`src/rtl/sao_pkg.sv`:
```
// Shared SAO definitions: frame geometry, feeder state encoding
// and LCU size decode helpers.
package sao_pkg;

    localparam int FRM_W  = 128;
    localparam int FRM_H  = 64;
    localparam int PRM_W  = 24;
    localparam int FRM_AW = 14;
    localparam int PRM_AW = 6;

    typedef enum logic [2:0] {
        S_IDLE,
        S_PARAM,
        S_LOAD,
        S_WAIT_RDY,
        S_BURST,
        S_WAIT_ACK,
        S_DONE
    } feed_state_t;

    function automatic logic [2:0] log2n(input logic [1:0] sz);
        return 3'd4 + {1'b0, sz};
    endfunction

    function automatic logic [5:0] n_mask(input logic [1:0] sz);
        logic [6:0] n;
        n = 7'd16 << sz;
        return 6'(n - 7'd1);
    endfunction

    function automatic logic [2:0] grid_xmax(input logic [1:0] sz);
        logic [7:0] w;
        w = 8'(FRM_W) >> log2n(sz);
        return 3'(w - 8'd1);
    endfunction

    function automatic logic [2:0] grid_ymax(input logic [1:0] sz);
        logic [7:0] h;
        h = 8'(FRM_H) >> log2n(sz);
        return 3'(h - 8'd1);
    endfunction

endpackage

```
`src/rtl/lcu_addr_gen.sv`:
```
// Pixel and LCU counters for the feeder; produces frame/parameter
// SRAM addresses using shifts only, plus last-pixel/last-LCU flags.
module lcu_addr_gen
    import sao_pkg::*;
(
    input  logic              i_clk,
    input  logic              i_reset,
    input  logic              i_start,
    input  logic              i_pix_adv,
    input  logic              i_lcu_adv,
    input  logic [1:0]        i_size,
    output logic [FRM_AW-1:0] o_frm_addr,
    output logic [PRM_AW-1:0] o_prm_addr,
    output logic [2:0]        o_lcu_x,
    output logic [2:0]        o_lcu_y,
    output logic              o_last_pix,
    output logic              o_last_lcu
);

    logic [5:0] r_px;
    logic [5:0] r_py;
    logic [2:0] r_lcu_x;
    logic [2:0] r_lcu_y;

    logic [2:0] w_l2n;
    logic [5:0] w_mask;
    logic [2:0] w_xmax;
    logic [2:0] w_ymax;
    logic       w_px_end;
    logic       w_py_end;
    logic       w_x_end;
    logic [5:0] w_row;
    logic [6:0] w_col;

    assign w_l2n    = log2n(i_size);
    assign w_mask   = n_mask(i_size);
    assign w_xmax   = grid_xmax(i_size);
    assign w_ymax   = grid_ymax(i_size);
    assign w_px_end = (r_px == w_mask);
    assign w_py_end = (r_py == w_mask);
    assign w_x_end  = (r_lcu_x == w_xmax);

    // px/py never exceed N-1, so OR-ing them onto the LCU origin is an add
    assign w_row = ({3'b0, r_lcu_y} << w_l2n) | r_py;
    assign w_col = ({4'b0, r_lcu_x} << w_l2n) | {1'b0, r_px};

    assign o_frm_addr = {1'b0, w_row, w_col};
    assign o_prm_addr = ({3'b0, r_lcu_y} << (3'd7 - w_l2n))
                      | {3'b0, r_lcu_x};
    assign o_lcu_x    = r_lcu_x;
    assign o_lcu_y    = r_lcu_y;
    assign o_last_pix = w_px_end && w_py_end;
    assign o_last_lcu = w_x_end && (r_lcu_y == w_ymax);

    always_ff @(posedge i_clk or posedge i_reset) begin
        if (i_reset) begin
            r_px    <= 6'd0;
            r_py    <= 6'd0;
            r_lcu_x <= 3'd0;
            r_lcu_y <= 3'd0;
        end else if (i_start) begin
            r_px    <= 6'd0;
            r_py    <= 6'd0;
            r_lcu_x <= 3'd0;
            r_lcu_y <= 3'd0;
        end else begin
            if (i_pix_adv) begin
                r_px <= w_px_end ? 6'd0 : r_px + 6'd1;
                if (w_px_end) begin
                    r_py <= w_py_end ? 6'd0 : r_py + 6'd1;
                end
            end
            if (i_lcu_adv) begin
                r_lcu_x <= w_x_end ? 3'd0 : r_lcu_x + 3'd1;
                if (w_x_end) begin
                    r_lcu_y <= r_lcu_y + 3'd1;
                end
            end
        end
    end

endmodule

```
`src/rtl/sao_lcu_feeder.sv`:
```
// SAO upstream feeder: fetches per-LCU parameters and pixels from
// SRAM and streams LCUs in raster order under the SAO busy handshake.
module sao_lcu_feeder
    import sao_pkg::*;
(
    input  logic              clk,
    input  logic              reset,
    input  logic              start,
    input  logic [1:0]        cfg_lcu_size,
    output logic [FRM_AW-1:0] frm_addr,
    output logic              frm_cen,
    input  logic [7:0]        frm_q,
    output logic [PRM_AW-1:0] prm_addr,
    output logic              prm_cen,
    input  logic [PRM_W-1:0]  prm_q,
    input  logic              busy,
    output logic              in_en,
    output logic [7:0]        din,
    output logic [1:0]        sao_type,
    output logic [4:0]        sao_band_pos,
    output logic              sao_eo_class,
    output logic [15:0]       sao_offset,
    output logic [2:0]        lcu_x,
    output logic [2:0]        lcu_y,
    output logic [1:0]        lcu_size,
    output logic              done
);

    feed_state_t      r_state;
    logic             r_frm_cen;
    logic             r_prm_cen;
    logic             r_in_en;
    logic             r_done;
    logic [1:0]       r_lcu_size;
    logic [PRM_W-1:0] r_prm_stage;
    logic [PRM_W-1:0] r_prm;

    logic w_go;
    logic w_pix_adv;
    logic w_lcu_adv;
    logic w_last_pix;
    logic w_last_lcu;

    assign w_go      = (r_state == S_IDLE) && start
                     && (cfg_lcu_size != 2'd3);
    assign w_pix_adv = (r_state == S_BURST);
    assign w_lcu_adv = (r_state == S_WAIT_ACK) && busy && !w_last_lcu;

    lcu_addr_gen u_addr (
        .i_clk      (clk),
        .i_reset    (reset),
        .i_start    (w_go),
        .i_pix_adv  (w_pix_adv),
        .i_lcu_adv  (w_lcu_adv),
        .i_size     (r_lcu_size),
        .o_frm_addr (frm_addr),
        .o_prm_addr (prm_addr),
        .o_lcu_x    (lcu_x),
        .o_lcu_y    (lcu_y),
        .o_last_pix (w_last_pix),
        .o_last_lcu (w_last_lcu)
    );

    always_ff @(posedge clk or posedge reset) begin
        if (reset) begin
            r_state     <= S_IDLE;
            r_frm_cen   <= 1'b1;
            r_prm_cen   <= 1'b1;
            r_in_en     <= 1'b0;
            r_done      <= 1'b0;
            r_lcu_size  <= 2'd0;
            r_prm_stage <= '0;
            r_prm       <= '0;
        end else begin
            r_in_en <= (r_state == S_BURST);
            r_done  <= 1'b0;
            unique case (r_state)
                S_IDLE: begin
                    if (w_go) begin
                        r_lcu_size <= cfg_lcu_size;
                        r_prm_cen  <= 1'b0;
                        r_state    <= S_PARAM;
                    end
                end
                S_PARAM: begin
                    r_prm_cen <= 1'b1;
                    r_state   <= S_LOAD;
                end
                S_LOAD: begin
                    r_prm_stage <= prm_q;
                    r_state     <= S_WAIT_RDY;
                end
                // staged params go live only once SAO has left CAL
                S_WAIT_RDY: begin
                    if (!busy) begin
                        r_prm     <= r_prm_stage;
                        r_frm_cen <= 1'b0;
                        r_state   <= S_BURST;
                    end
                end
                S_BURST: begin
                    if (w_last_pix) begin
                        r_frm_cen <= 1'b1;
                        r_state   <= S_WAIT_ACK;
                    end
                end
                S_WAIT_ACK: begin
                    if (busy) begin
                        if (w_last_lcu) begin
                            r_done  <= 1'b1;
                            r_state <= S_DONE;
                        end else begin
                            r_prm_cen <= 1'b0;
                            r_state   <= S_PARAM;
                        end
                    end
                end
                S_DONE: begin
                    r_state <= S_IDLE;
                end
                default: begin
                    r_state <= S_IDLE;
                end
            endcase
        end
    end

    assign frm_cen      = r_frm_cen;
    assign prm_cen      = r_prm_cen;
    assign in_en        = r_in_en;
    assign din          = r_in_en ? frm_q : 8'd0;
    assign sao_type     = r_prm[23:22];
    assign sao_band_pos = r_prm[21:17];
    assign sao_eo_class = r_prm[16];
    assign sao_offset   = r_prm[15:0];
    assign lcu_size     = r_lcu_size;
    assign done         = r_done;

endmodule
```
`config.mk`:
```
export PLATFORM = sky130hd
export DESIGN_NAME = sao_lcu_feeder
export DESIGN_NICKNAME = d
export VERILOG_FILES = /design/src/rtl/sao_pkg.sv /design/src/rtl/lcu_addr_gen.sv /design/src/rtl/sao_lcu_feeder.sv
export SDC_FILE = /design/constraint.sdc
export NUM_CORES = 1
export LEC_CHECK = 0
export BUFFER_PORTS_ARGS = -buffer_cell sky130_fd_sc_hd__buf_2
export CAP_MARGIN = 20
export CELL_PAD_IN_SITES_DETAIL_PLACEMENT = 1
export CELL_PAD_IN_SITES_GLOBAL_PLACEMENT = 1
export CORE_MARGIN = 2
export CORE_UTILIZATION = 38
export CTS_BUF_LIST = sky130_fd_sc_hd__clkbuf_8
export DETAILED_ROUTE_END_ITERATION = 10
export PLACE_DENSITY = 0.8
export SKIP_CTS_REPAIR_TIMING = 1
export SLEW_MARGIN = 10
export SYNTH_ARGS = -nofsm -noshare
export SYNTH_HDL_FRONTEND = slang
export SYNTH_SLANG_ARGS = --single-unit
```
`constraint.sdc`:
```
create_clock -name clk -period 2.8 [get_ports clk]
set_clock_uncertainty 0.15 [all_clocks]
set_input_delay 0.56 -clock clk [delete_from_list [all_inputs] [get_ports clk]]
set_output_delay 0.56 -clock clk [all_outputs]
set_load 0.01 [all_outputs]
```
* After elaboration in Yosys (flattened, before gate mapping)
Index checks and enable logic that the tools add are counted.
W data, S select, Z words.
** Word-level totals
- Bits in registers :: 75
- Input bits :: 38
- Word-level logic and storage cells :: 97
** Cells by class
- Add/subtract/negate cells :: 9
- Shift-type cells :: 6
- Equality and inequality tests :: 15
- Bitwise logic cells :: 4
- Multiplexer cells :: 30
- Reduce and logical (&&, ||, !) cells :: 21
** Operators by type and width (number)
- $mux W6 :: 7
- $mux W3 :: 11
- $pmux W3 S6 :: 1
- $add A6 B1 Y6 const B :: 2
- $eq A6 B6 Y1 :: 2
- $shl A3 B3 Y6 :: 2
- $ne A2 B2 Y1 const B :: 5
- $reduce_bool A2 Y1 :: 5
- $mux W1 :: 8
- $mux W8 :: 1
- $reduce_and A2 Y1 :: 4
- $reduce_and A4 Y1 :: 2
- $shr A8 B3 Y3 const A :: 1
- $or A7 B6 Y7 :: 1
- $shl A3 B3 Y7 :: 1
- $shr A7 B3 Y3 const A :: 1
- $add A3 B1 Y3 const B :: 2
- $eq A3 B2 Y1 const B :: 2
- $eq A3 B3 Y1 :: 2
- $eq A3 B3 Y1 const B :: 2
- $logic_and A1 B1 Y1 :: 6
- $or A6 B3 Y6 :: 1
- $or A6 B6 Y6 :: 1
- $shl A5 B2 Y6 const A :: 1
- other kinds (13) :: 14

* Depth between registers and ports, before layout
- Depth after elaboration :: 9
- Mapped depth :: 9

* Hierarchy
A second synthesis with hierarchy kept.
** Second synthesis, totals
- Cell total of the unflattened synthesis :: 330
- Area total of the unflattened synthesis :: 4001.3 um2
** Modules (own cells, without submodules)
- sao_lcu_feeder :: area each 2522.4 um2, cells each 159, instances 1
- lcu_addr_gen :: area each 1478.9 um2, cells each 171, instances 1

* Least setup slack after synthesis
Ideal clock, no wire load.
- Path kind :: register to register
- Start :: reg r_lcu_size[1], in the netlist lcu_size[1]
- End :: reg u_addr.r_py[3]
- Data arrival time :: 2.651 ns
- Library setup time :: 0.078 ns
- Clock period less this slack :: 2.879 ns
- Stages on the path, launching flop included :: 9
- Slack :: -0.079 ns
- Required time :: 2.572 ns
- Path buffers :: 2
- Path through :: dfrtp_1 > clkbuf_1 > inv_1 > ha_1 > buf_4 > xnor3_1 > or4_1 > or4_1 > a21oi_1
** Between the ends
- Longest elaborated chain between the ends :: 7
- Elaborated cells on any way between the ends :: 10
- Classes of those cells :: add/sub: 1; eq/ne: 2; shift: 1; mux: 4; reduce/logical: 2
** RTL lines
- start, declared :: RTL line sao_lcu_feeder.sv:34 : logic [1:0] r_lcu_size;
- start signal, assigned :: RTL line sao_lcu_feeder.sv:80 : r_lcu_size <= cfg_lcu_size;
- $shl A5 B2 Y6 * :: RTL line sao_pkg.sv:27 : n = 7'd16 << sz;
- $sub A6 B1 Y6 * :: RTL line sao_pkg.sv:28 : return 6'(n - 7'd1);
- $eq A6 B6 Y1 :: RTL line lcu_addr_gen.sv:40 : assign w_py_end = (r_py == w_mask);
- $mux W6 :: RTL line lcu_addr_gen.sv:70 : r_py <= w_py_end ? 6'd0 : r_py + 6'd1;
- $mux W6 :: RTL line lcu_addr_gen.sv:69 : if (w_px_end) begin
- $mux W6 :: RTL line lcu_addr_gen.sv:67 : if (i_pix_adv) begin
- $mux W6 :: RTL line lcu_addr_gen.sv:61 : end else if (i_start) begin
- end signal, assigned :: RTL line lcu_addr_gen.sv:70
- end, declared :: RTL line lcu_addr_gen.sv:21 : logic [5:0] r_py;
Mark *: on every way between the ends. The rest lies on a longest branch, timed or not. The select of a mux whose other input is x is not followed.
A chain may end at the register's enable or synchronous reset.

* Worst setup path in the final report
- Start :: reg r_lcu_size[0], in the netlist lcu_size[0]
- End :: reg u_addr.r_py[3]
The elaborated chain is that of the path after synthesis.

==> run_results.csv <==
group,metric,value,unit
timing,min_period_over_period,91.29,%
floorplanning,core_footprint,0.009639,mm²
route,drt_iter0_drc,65,
global_routing,global_route.usage.total,16.88,%
timing,finalHoldViolations,0,
clock_network,cts_num_sinks,75,
yosys,synth_cell_type_count,51,
cells_and_area,area_growth,22.32,%
power,power.share.clock,18.1,%
yosys,postSynthCellCount,322,
yosys,edff_count_synth,0,
critical_path,cp_data_required_time,2.93,ns
route,drt-wirelength-per-cell,15.40,µm
power,ir_drop,0.5511,mV
clock_network,clk_root_buffer_cell,"sky130_fd_sc_hd__clkbuf_8",
timing,setup-tns-final,0,ns
yosys,synth.yosys.seq_area_share,50.27,%
critical_path,critical-path-slowest-cell,"sky130_fd_sc_hd__or4_1",
global_routing,wire_length_of_the_first_global_routing_pass,14.06,mm
cells_and_area,ant_diodes,0,
clock_network,ctsLongestPathBuffers,2,
yosys,yosys_register_bits,75,
timing,grt_setup_unrepaired,"no",
yosys,yosys_warnings,0,
critical_path,critPathTopFamily,"simple AND/OR/NAND/NOR gates",
yosys,synthFlopType,"sky130_fd_sc_hd__dfrtp_1",
yosys,synthesis.nets,369,
route,drt_drc_violations_left,0,
clock_network,ctsHtreeMaxLevel,3,
timing,maxSlewHeadroom,57.39,%
power,combPwrFrac,43.3,%
power,switching_share,36.70,%
critical_path,cp_num_cells,7,
cells_and_area,design.final.nets,466,
power,switching_power,0.001728,W
critical_path,startpoint_type,"register",
critical_path,worstRegToRegCells,7,
place,hpwlAfterDp,6.334,mm
global_routing,grt_max_degree,49,
power,internal_power,0.002980,W
place,gp_congestion,0.7958,
clock_network,numCtsBuffers,9,
yosys,netlist_area,0.003739,mm²
route,ant_nets,0,
floorplanning,pin_count,102,
floorplanning,die_extent_in_x,103.2,µm
route,finalWirelength,8.579,mm
clock_network,clock_insertion_delay_worst_skew,0.35,ns
cells_and_area,layout.cells.most_common,"sky130_fd_sc_hd__buf_2",
global_routing,grt_antenna_before_repair,0,
critical_path,worst-path-max-fanout,6,
critical_path,cpPeakStageDelay,0.61,ns
run,maxCapViolCount,0,
critical_path,critPathCaptureType,"register",
power,leakagePower,2.207,nW
floorplanning,initial_core_util,38.79,%
timing,final-max-slew-violation-count,0,
power,power_per_cell_area,1029,mW/mm²
timing,whs,0.1358,ns
timing,tightest_slew,0.6381,ns
cells_and_area,most-common-layout-cells,"100 x sky130_fd_sc_hd__buf_2, 73 x sky130_fd_sc_hd__dfrtp_1, 50 x sky130_fd_sc_hd__mux2_2, 19 x sky130_fd_sc_hd__nor2_1, 18 x sky130_fd_sc_hd__nand2_1",
global_routing,grt_pass1_vias,2857,
place,numPortBuffers,100,
clock_network,clock_pin_transition_on_the_worst_setup_and_hold_timing_paths,0.08,ns
floorplanning,floorplan.die_area,0.01065,mm²
clock_network,cts_tree,"yes",
timing,timing.final.crit_period,2.556,ns
floorplanning,die-height,103.2,µm
critical_path,worst-setup-path-type,"reg2reg",
yosys,postSynth.asyncResetShare,100.0,%
critical_path,cp_cell_sequence,"inv_1, ha_1, buf_4, xnor2_1, or4_1, or4_1, a21oi_1",
run_status,run_status,"finished clean",
global_routing,grt_overflow_total,0,
floorplanning,placementRows,36,
route,drt-pass1-iter-count,4,
cells_and_area,drive_gt1_share,43.16,%
route,num_vias,2793,
timing,setup-violations-final,0,
critical_path,path_common_cell,"sky130_fd_sc_hd__or4_1",
yosys,avgSynthCellArea,11.61,µm²
route,vias_per_cell,5.014,
critical_path,timing.critical_path.arrival,2.68,ns
worst_hold_path,hold_class,"in2async",
power,seq_power_share,38.6,%
timing,clock.fmax,391.2,MHz
critical_path,cp_num_buf_inv,2,
==> per-layer routing <==
metal / track usage, % / share of wire, %
met2: 27.62 / 48
met4: 5.162 / 1.1
met1: 21.63 / 44
met5: 0 / 0
met3: 5.175 / 6.9
==> cell type report <==
type                            count  area, µm²
Fill cell                        1138       5066
Sequential cell                    75       1879
Multi-Input combinational cell    213       1698
Timing Repair Buffer              111      595.6
Tap cell                          133      166.4
Clock buffer                        9      123.9
Clock inverter                      7      76.32
Inverter                            9      33.78
==> stage by stage <==
stage	setup slack (ns)	power, W	instance area (µm²)	utilization [%]	instances
final	0.2440	0.004707	4573	47.44	557
after global placement	0.3418	0.003800	4373	45.37	541
after detailed placement	0.2528	0.003906	4373	45.37	541
after global routing	0.09066	0.005061	4573	47.44	557
after floorplan	0.04817	0.003234	3740	-	322
after CTS	0.2344	0.004775	4573	47.44	557
==> cells by family after synthesis <==
logic type / after synthesis / share of synthesized area, %
AO/OA/AOI/OAI: 48 / 8.970
XOR/XNOR: 17 / 4.719
adder cells (fa/ha/maj): 9 / 3.012
buffers and inverters: 34 / 4.451
flip-flops: 75 / 50.27
multiplexers: 59 / 17.47
other: 1 / 0.1003
AND/OR/NAND/NOR: 79 / 11.01
==> synthesized netlist by cell type, types with 8 or more instances <==
| library cell | instances | area (µm²) |
|---|---|---|
| sky130_fd_sc_hd__dfrtp_1 | 73 | 1827 |
| sky130_fd_sc_hd__mux2_2 | 50 | 563.0 |
| sky130_fd_sc_hd__nor2_1 | 19 | 71.32 |
| sky130_fd_sc_hd__nand2_1 | 18 | 67.56 |
| sky130_fd_sc_hd__clkbuf_1 | 12 | 45.04 |
| sky130_fd_sc_hd__a21oi_1 | 11 | 55.05 |
| sky130_fd_sc_hd__and2_1 | 10 | 62.56 |
| sky130_fd_sc_hd__buf_4 | 10 | 75.07 |
| sky130_fd_sc_hd__ha_1 | 9 | 112.6 |
| sky130_fd_sc_hd__inv_1 | 9 | 33.78 |
| sky130_fd_sc_hd__mux2i_1 | 9 | 90.09 |
| sky130_fd_sc_hd__xnor2_1 | 9 | 78.83 |
| sky130_fd_sc_hd__o21ai_0 | 8 | 40.04 |
==> registers in the layout (all words and copies together) (netlist names) <==
register and count:
done 1, frm_cen 1, in_en 1, lcu_size 2, prm_cen 1, r_prm 24
r_prm_stage 24, r_state 3, u_addr.o_lcu_x 3, u_addr.o_lcu_y 3, u_addr.r_px 6, u_addr.r_py 6
==> power by group through the flow <==
stage,Clock (W),Sequential (W),Combinational [W]
2_1_floorplan,0,0.00188,0.00135
3_3_place_gp,0,0.00180,0.00200
3_5_place_dp,0,0.00184,0.00207
4_1_cts,0.000875,0.00183,0.00207
5_1_grt,0.000916,0.00190,0.00225
6_report,0.000851,0.00182,0.00204
==> worst paths after layout <==
path / slack (ns) / from / endpoint
worst max-delay path: 0.24 / lcu_size[0]$_DFFE_PP0P_ / u_addr.r_py[3]$_DFFE_PP0P_
max in group asynchronous: 1.70 / reset / r_prm[23]$_DFFE_PP0P_
min in group clk: 0.28 / prm_q[11] / r_prm_stage[11]$_DFFE_PP0P_
worst min-delay path: 0.14 / reset / in_en$_DFF_PP0_
worst max register to register: 0.24 / lcu_size[0]$_DFFE_PP0P_ / u_addr.r_py[3]$_DFFE_PP0P_
worst min register to register: 0.32 / frm_cen$_DFFE_PP1P_ / frm_cen$_DFFE_PP1P_
No activity file was read; power rests on OpenSTA's default activity.
